==> config.mk <==
export PLATFORM = sky130hd
export DESIGN_NAME = imem_ctrl
export DESIGN_NICKNAME = d
export VERILOG_FILES = /design/src/rtl/imem_ctrl.sv
export SDC_FILE = /design/constraint.sdc
export NUM_CORES = 1
export LEC_CHECK = 0
export CORE_MARGIN = 10
export CORE_UTILIZATION = 45
export DETAILED_ROUTE_END_ITERATION = 8
export MAX_ROUTING_LAYER = met4
export PLACE_DENSITY = 0.82
export SETUP_SLACK_MARGIN = 0.3
export SYNTH_ARGS = -nofsm -noshare
export SYNTH_HDL_FRONTEND = slang
export SYNTH_SLANG_ARGS = --single-unit
export TNS_END_PERCENT = 1
==> constraint.sdc <==
create_clock -name clk -period 3.5 [get_ports clk]
set_input_delay 0.35 -clock clk [delete_from_list [all_inputs] [get_ports clk]]
set_output_delay 0.35 -clock clk [all_outputs]
set_load 0.005 [all_outputs]
==> src/rtl/imem_ctrl.sv <==
//------------------------------------------------------------------------------
// imem_ctrl
//
// Sequencing controller that shares one single-port, byte-wide instruction RAM
// between the fetch stage (32-bit reads) and a program loader (32-bit writes).
// Every 32-bit access is split into four little-endian byte beats.
//
// Optional feature macro: IMEM_CTRL_ALIGN_CHECK_EN
//   defined     : addr[1:0] != 0 is rejected on both ports
//   not defined : unaligned words are legal, only the range check applies
//
// Parameters
//   DEPTH  : RAM size in bytes
//   ADDR_W : RAM address width (DEPTH <= 2**ADDR_W)
//
// Ports
//   clk, reset                      clock, asynchronous active-high reset
//   fetch_req/fetch_pc              fetch request and instruction byte address
//   fetch_ready                     fetch request accepted this cycle (comb.)
//   fetch_valid/instr/fault         one-cycle fetch response
//   ld_req/ld_addr/ld_data          loader write request
//   ld_ready                        loader request accepted this cycle (comb.)
//   ld_ack/ld_err                   one-cycle loader response
//   mem_addr/mem_we/mem_wdata       RAM command (registered)
//   mem_rdata                       RAM read data, one cycle after address
//------------------------------------------------------------------------------
`timescale 1ns/1ps

module imem_ctrl #(
   parameter int DEPTH  = 128,
   parameter int ADDR_W = 7
) (
   input  logic              clk,
   input  logic              reset,
   input  logic              fetch_req,
   input  logic [31:0]       fetch_pc,
   output logic              fetch_ready,
   output logic              fetch_valid,
   output logic [31:0]       fetch_instr,
   output logic              fetch_fault,
   input  logic              ld_req,
   input  logic [31:0]       ld_addr,
   input  logic [31:0]       ld_data,
   output logic              ld_ready,
   output logic              ld_ack,
   output logic              ld_err,
   output logic [ADDR_W-1:0] mem_addr,
   output logic              mem_we,
   output logic [7:0]        mem_wdata,
   input  logic [7:0]        mem_rdata
);

   typedef enum logic [1:0] {
      S_IDLE,
      S_RD,
      S_WR,
      S_RSP
   } state_t;

   localparam logic [31:0] LAST_OK = 32'(DEPTH - 4);
   localparam logic [31:0] NOP     = 32'h0000_0013;

   // Full 32-bit compare so that addresses near 2^32 cannot wrap into range.
   function automatic logic addr_bad(input logic [31:0] a);
      logic bad;
      bad = (a > LAST_OK);
`ifdef IMEM_CTRL_ALIGN_CHECK_EN
      bad = bad | (a[1:0] != 2'b00);
`else
      bad = bad | 1'b0;
`endif
      return bad;
   endfunction

   state_t              r_state;
   logic [2:0]          r_beat;
   logic                r_last_grant;
   logic [ADDR_W-1:0]   r_base;
   logic [31:0]         r_wdata;
   logic [23:0]         r_rbuf;

   logic                r_fetch_valid;
   logic [31:0]         r_fetch_instr;
   logic                r_fetch_fault;
   logic                r_ld_ack;
   logic                r_ld_err;
   logic [ADDR_W-1:0]   r_mem_addr;
   logic                r_mem_we;
   logic [7:0]          r_mem_wdata;

   logic                w_grant_ld;
   logic                w_accept_f;
   logic                w_accept_l;
   logic [2:0]          w_next_beat;
   logic [ADDR_W-1:0]   w_next_addr;

   // Round-robin: the loader wins a tie only if fetch was granted last.
   // Ready is masked during reset so all outputs sit at their reset values.
   assign w_grant_ld  = ld_req && (!fetch_req || !r_last_grant);
   assign w_accept_f  = !reset && (r_state == S_IDLE) && fetch_req && !w_grant_ld;
   assign w_accept_l  = !reset && (r_state == S_IDLE) && w_grant_ld;
   assign w_next_beat = r_beat + 3'd1;
   assign w_next_addr = r_base + ADDR_W'(w_next_beat);

   assign fetch_ready = w_accept_f;
   assign ld_ready    = w_accept_l;
   assign fetch_valid = r_fetch_valid;
   assign fetch_instr = r_fetch_instr;
   assign fetch_fault = r_fetch_fault;
   assign ld_ack      = r_ld_ack;
   assign ld_err      = r_ld_err;
   assign mem_addr    = r_mem_addr;
   assign mem_we      = r_mem_we;
   assign mem_wdata   = r_mem_wdata;

   // Control FSM with registered outputs. The first beat address is driven
   // straight from the request on the accept edge so the RAM sees it at E0.
   always_ff @(posedge clk or posedge reset) begin
      if (reset) begin
         r_state       <= S_IDLE;
         r_beat        <= 3'd0;
         r_last_grant  <= 1'b0;
         r_fetch_valid <= 1'b0;
         r_fetch_instr <= 32'h0;
         r_fetch_fault <= 1'b0;
         r_ld_ack      <= 1'b0;
         r_ld_err      <= 1'b0;
         r_mem_addr    <= '0;
         r_mem_we      <= 1'b0;
         r_mem_wdata   <= 8'h0;
      end else begin
         r_fetch_valid <= 1'b0;
         r_ld_ack      <= 1'b0;
         case (r_state)
            S_IDLE: begin
               if (w_accept_f) begin
                  r_last_grant <= 1'b0;
                  if (addr_bad(fetch_pc)) begin
                     r_state       <= S_RSP;
                     r_fetch_valid <= 1'b1;
                     r_fetch_fault <= 1'b1;
                     r_fetch_instr <= NOP;
                  end else begin
                     r_state    <= S_RD;
                     r_beat     <= 3'd0;
                     r_mem_addr <= fetch_pc[ADDR_W-1:0];
                  end
               end else if (w_accept_l) begin
                  r_last_grant <= 1'b1;
                  if (addr_bad(ld_addr)) begin
                     r_state  <= S_RSP;
                     r_ld_ack <= 1'b1;
                     r_ld_err <= 1'b1;
                  end else begin
                     r_state     <= S_WR;
                     r_beat      <= 3'd0;
                     r_mem_we    <= 1'b1;
                     r_mem_addr  <= ld_addr[ADDR_W-1:0];
                     r_mem_wdata <= ld_data[7:0];
                  end
               end
            end
            S_RD: begin
               r_beat <= w_next_beat;
               if (r_beat < 3'd3) begin
                  r_mem_addr <= w_next_addr;
               end
               // Beat 4 only drains byte 3 from the RAM output register.
               if (r_beat == 3'd4) begin
                  r_state       <= S_RSP;
                  r_fetch_valid <= 1'b1;
                  r_fetch_fault <= 1'b0;
                  r_fetch_instr <= {mem_rdata, r_rbuf};
               end
            end
            S_WR: begin
               if (r_beat == 3'd3) begin
                  r_state     <= S_RSP;
                  r_mem_we    <= 1'b0;
                  r_mem_wdata <= 8'h0;
                  r_ld_ack    <= 1'b1;
                  r_ld_err    <= 1'b0;
               end else begin
                  r_beat      <= w_next_beat;
                  r_mem_addr  <= w_next_addr;
                  r_mem_wdata <= r_wdata[{w_next_beat[1:0], 3'b000} +: 8];
               end
            end
            S_RSP: begin
               r_state       <= S_IDLE;
               r_fetch_fault <= 1'b0;
               r_ld_err      <= 1'b0;
            end
            default: begin
               r_state <= S_IDLE;
            end
         endcase
      end
   end

   // Request capture and read assembly; pure datapath, no reset needed.
   // Bytes 0..2 are shifted in on beats 1..3, byte 3 is taken on beat 4.
   always_ff @(posedge clk) begin
      if (w_accept_f) begin
         r_base <= fetch_pc[ADDR_W-1:0];
      end else if (w_accept_l) begin
         r_base  <= ld_addr[ADDR_W-1:0];
         r_wdata <= ld_data;
      end
      if (r_state == S_RD && r_beat != 3'd0) begin
         r_rbuf <= {mem_rdata, r_rbuf[23:8]};
      end
   end

endmodule

==> impl_metrics.env, run 1 <==
export IMPL_synthDistinctLibCells=45
export IMPL_route_met2_wl_um=7060
export IMPL_detailroute_via_count=3702
export IMPL_timing_final_hold_violations=0
export IMPL_cts_made_buffers=17
export IMPL_required_ns=3.15
export IMPL_worst_r2r_endpoint="mem_addr[6]"
export IMPL_post_synthesis_sequential_element_count=121
export IMPL_worstSetupStartpoint="r_state[0]"
export IMPL_hold_path_startpoint="r_rbuf[22]"
export IMPL_initial_antenna_violation_count=0
export IMPL_worst_slack_ns=0.456
export IMPL_finalCritPeriodShare_pct=87.0
export IMPL_route_final_wire_length_um=13700
export IMPL_cts_htree_levels=4
export IMPL_synth_seq_area_share_pct=65.0
export IMPL_dr_pass1_iterations=7
export IMPL_slowest_delay_ns=0.62
export IMPL_synthFlopType="edfxtp_1"
export IMPL_cts_buffer_depth=2
export IMPL_fp_coreArea_um2=11000
export IMPL_global_route_wire_length_before_repair_um=21600
export IMPL_tns_ns=0
export IMPL_fmaxAchievable_ghz=0.328
export IMPL_clock_skew_final_ns=0.00762
export IMPL_insertedDiodeCount=0
export IMPL_max_cap_violations=0
export IMPL_highest_layer="met4"
export IMPL_synthesis_yosys_warnings=0
export IMPL_grt_max_degree=59
export IMPL_critPathMostFrequentCell="inv_1"
export IMPL_avgViaCountPerCell=5.36
export IMPL_finalNetCount=657
export IMPL_design_power_total_w=0.00593
export IMPL_die_x_um=127
export IMPL_avgRoutedWirePerCell_um=19.8
export IMPL_detailedPlace_worstSlack_ns=0.784
export IMPL_place_gp_congestion=0.813
export IMPL_setup_worst_path_class="flip-flop to primary output"
export IMPL_filler_cell_count=781
export IMPL_ff2ff_path_depth=8
export IMPL_timing_rr_start="r_state[0]"
export IMPL_core_rows=38
export IMPL_cp_max_fo=11
export IMPL_first_iter_violations=417
export IMPL_holdPathStages=0
export IMPL_mostFrequentLayoutCell="clkdlybuf4s50_1"
export IMPL_syn_instance_count=366
export IMPL_number_of_global_route_vias_before_repair=4003
export IMPL_post_dp_cell_area_um2=6900
export IMPL_number_of_enable_type_register_cells_in_the_synthesized_netlist=63
export IMPL_ir_drop_mv=0.703
export IMPL_startpoint_type="flip-flop"
export IMPL_dieArea_um2=16100
export IMPL_hold_slack_ns=0.442
export IMPL_worst_setup_hold_path_clk_slew_ns=0.06
export IMPL_crit_path_cell_chain="inv_1, ha_1, and2b_1, nand3_2, inv_1, clkdlybuf4s50_1"
export IMPL_syn_to_final_growth_pct=45.5
export IMPL_fin_max_slew_vios=0
export IMPL_ant_nets=0
export IMPL_grt_remaining_overflow=0
export IMPL_cts_root_buf="clkbuf_16"
export IMPL_chipHeight_um=127
export IMPL_dr_wl_met3_um=818
export IMPL_syn_avg_cell_area_um2=14.1
export IMPL_timing_max_slew_rel_slack_pct=49.4
export IMPL_delay_heaviest_family_cp="buffers and inverters"
export IMPL_post_cts_setup_buffers=0
export IMPL_effective_utilization_at_floorplan_pct=46.6
export IMPL_cts_resized=0
export IMPL_synthesis_nets=485
export IMPL_detailedPlacementHpwl_um=10100
export IMPL_final_setup_viol_count=0
export IMPL_synth_area_leader="edfxtp_1"
export IMPL_port_buffer_count=161
export IMPL_wp_data_arrival_ns=2.69
export IMPL_p_per_area_nw_per_um2=792
export IMPL_cts_hold_buffers=0
export IMPL_timing_reg2reg_setup_slack_ns=0.77
export IMPL_synthesis_area_um2=5140
export IMPL_clock_insertion_delay_worst_skew_ns=0.40
export IMPL_tritoncts="built"
export IMPL_final_cell_mix="161 x clkdlybuf4s50_1, 63 x edfxtp_1, 58 x dfrtp_1"
export IMPL_cp_buffers_inverters=3
export IMPL_netlist_area_leader_share_pct=36.8
export IMPL_final_layout_size_suffix_gt1_share_pct=13.2
export IMPL_clock_sinks=121
export IMPL_hold_path_class="flip-flop to flip-flop"
export IMPL_drc=0
export IMPL_timing_final_crit_period_ns=3.04
export IMPL_synth_area_leaders="edfxtp_1 37%, dfrtp_1 28%, a22o_1 5.3%, mux4_2 3.5%, inv_1 2.8%"
export IMPL_postLayoutCellArea_um2=7490
export IMPL_grt_setup_unrepaired="no"
export IMPL_worst_slew_pin_transition_ns=0.759
export IMPL_global_route_usage_total_pct=17.3
export IMPL_critical_path_endpoint_type="primary output"
export IMPL_total_routed_wire_length_on_the_met1_layer_um=5660
export IMPL_postSynth_asyncResetShare_pct=47.9
export IMPL_cell_leakage_power_nw=3.06
export IMPL_critical_path_slowest_cell="clkdlybuf4s50_1"
export IMPL_run_status="finished clean"
export IMPL_ioPinCount=162
export IMPL_hold_end="r_rbuf[14]"
-- stage by stage --
step	instances	util, %
after floorplan	366	-
after global placement	659	62.5
after detailed placement	659	62.5
after CTS	691	67.9
after global routing	691	67.9
final	691	67.9
-- power breakdown --
part           internal [W]  switching [W]  total, W
Clock               0.00106       0.000638   0.00170
Sequential          0.00193       0.000188   0.00211
Combinational       0.00108        0.00103   0.00212
-- cell families after synthesis --
logic type	synth area share [%]
XOR/XNOR	0.851
multiplexers	8.41
AND/OR/NAND/NOR	8.44
buffers and inverters	4.45
AO/OA/AOI/OAI	10.0
adder cells (fa/ha/maj)	2.82
flip-flops	65.0
-- layer usage --
layer | vias up | GRT usage (%)
met5 | - | -
met4 | 0 | 4.49
met3 | 14 | 5.33
met2 | 131 | 28.0
met1 | 1858 | 20.6
li1 | 1699 | -
-- layout make-up --
cell class | count | area (um^2) | area share (%)
flip-flops and latches | 121 | 3340 | 44.6
repair buffers | 167 | 1660 | 22.1
multi-input cells | 193 | 1580 | 21.1
clock buffers | 20 | 478 | 6.38
well taps | 140 | 175 | 2.34
inverters | 38 | 143 | 1.90
clock inverters | 12 | 114 | 1.52
-- registers in the layout, summed over array words and instances (netlist names) --
| signal | cells |
|---|---|
| r_rbuf | 24 |
| r_last_grant | 1 |
| mem_wdata | 8 |
| r_state | 2 |
| r_base | 7 |
| fetch_valid | 1 |
| r_wdata | 32 |
| r_beat | 3 |
| mem_we | 1 |
| ld_ack | 1 |
| fetch_fault | 1 |
| fetch_instr | 32 |
| ld_err | 1 |
| mem_addr | 7 |
-- Yosys cell counts (3+ instances only) --
library cell / n
o21ai_0: 9
ha_1: 10
edfxtp_1: 63
nor3_1: 6
inv_1: 38
a21oi_1: 7
mux2_2: 10
mux2i_1: 11
buf_6: 3
a22o_1: 31
a21o_1: 3
nor4_1: 5
nand2_1: 28
dfrtp_1: 58
nor4_2: 6
mux4_2: 8
nand3_1: 5
xnor2_1: 3
clkbuf_1: 4
nor2_1: 9
nand4_1: 5
o22ai_1: 8
a22oi_1: 3
buf_2: 6
-- worst max path at each step --
stage,cells after the start,slack (ns),to
after floorplan,4,0.34,r_rbuf[0]
after global placement,10,0.84,mem_addr[5]
after detailed placement,7,0.78,mem_addr[6]
after CTS,6,0.46,fetch_ready
after global routing,6,0.31,fetch_ready
final,6,0.46,fetch_ready
Note: power is estimated with default switching activity, not from simulation.
==> inputs of run 2 (changes only) <==
- SKIP_CTS_REPAIR_TIMING: default -> 1
==> results of run 2 <==
The final DEF is identical to that of run 1; final timing and power are the same.
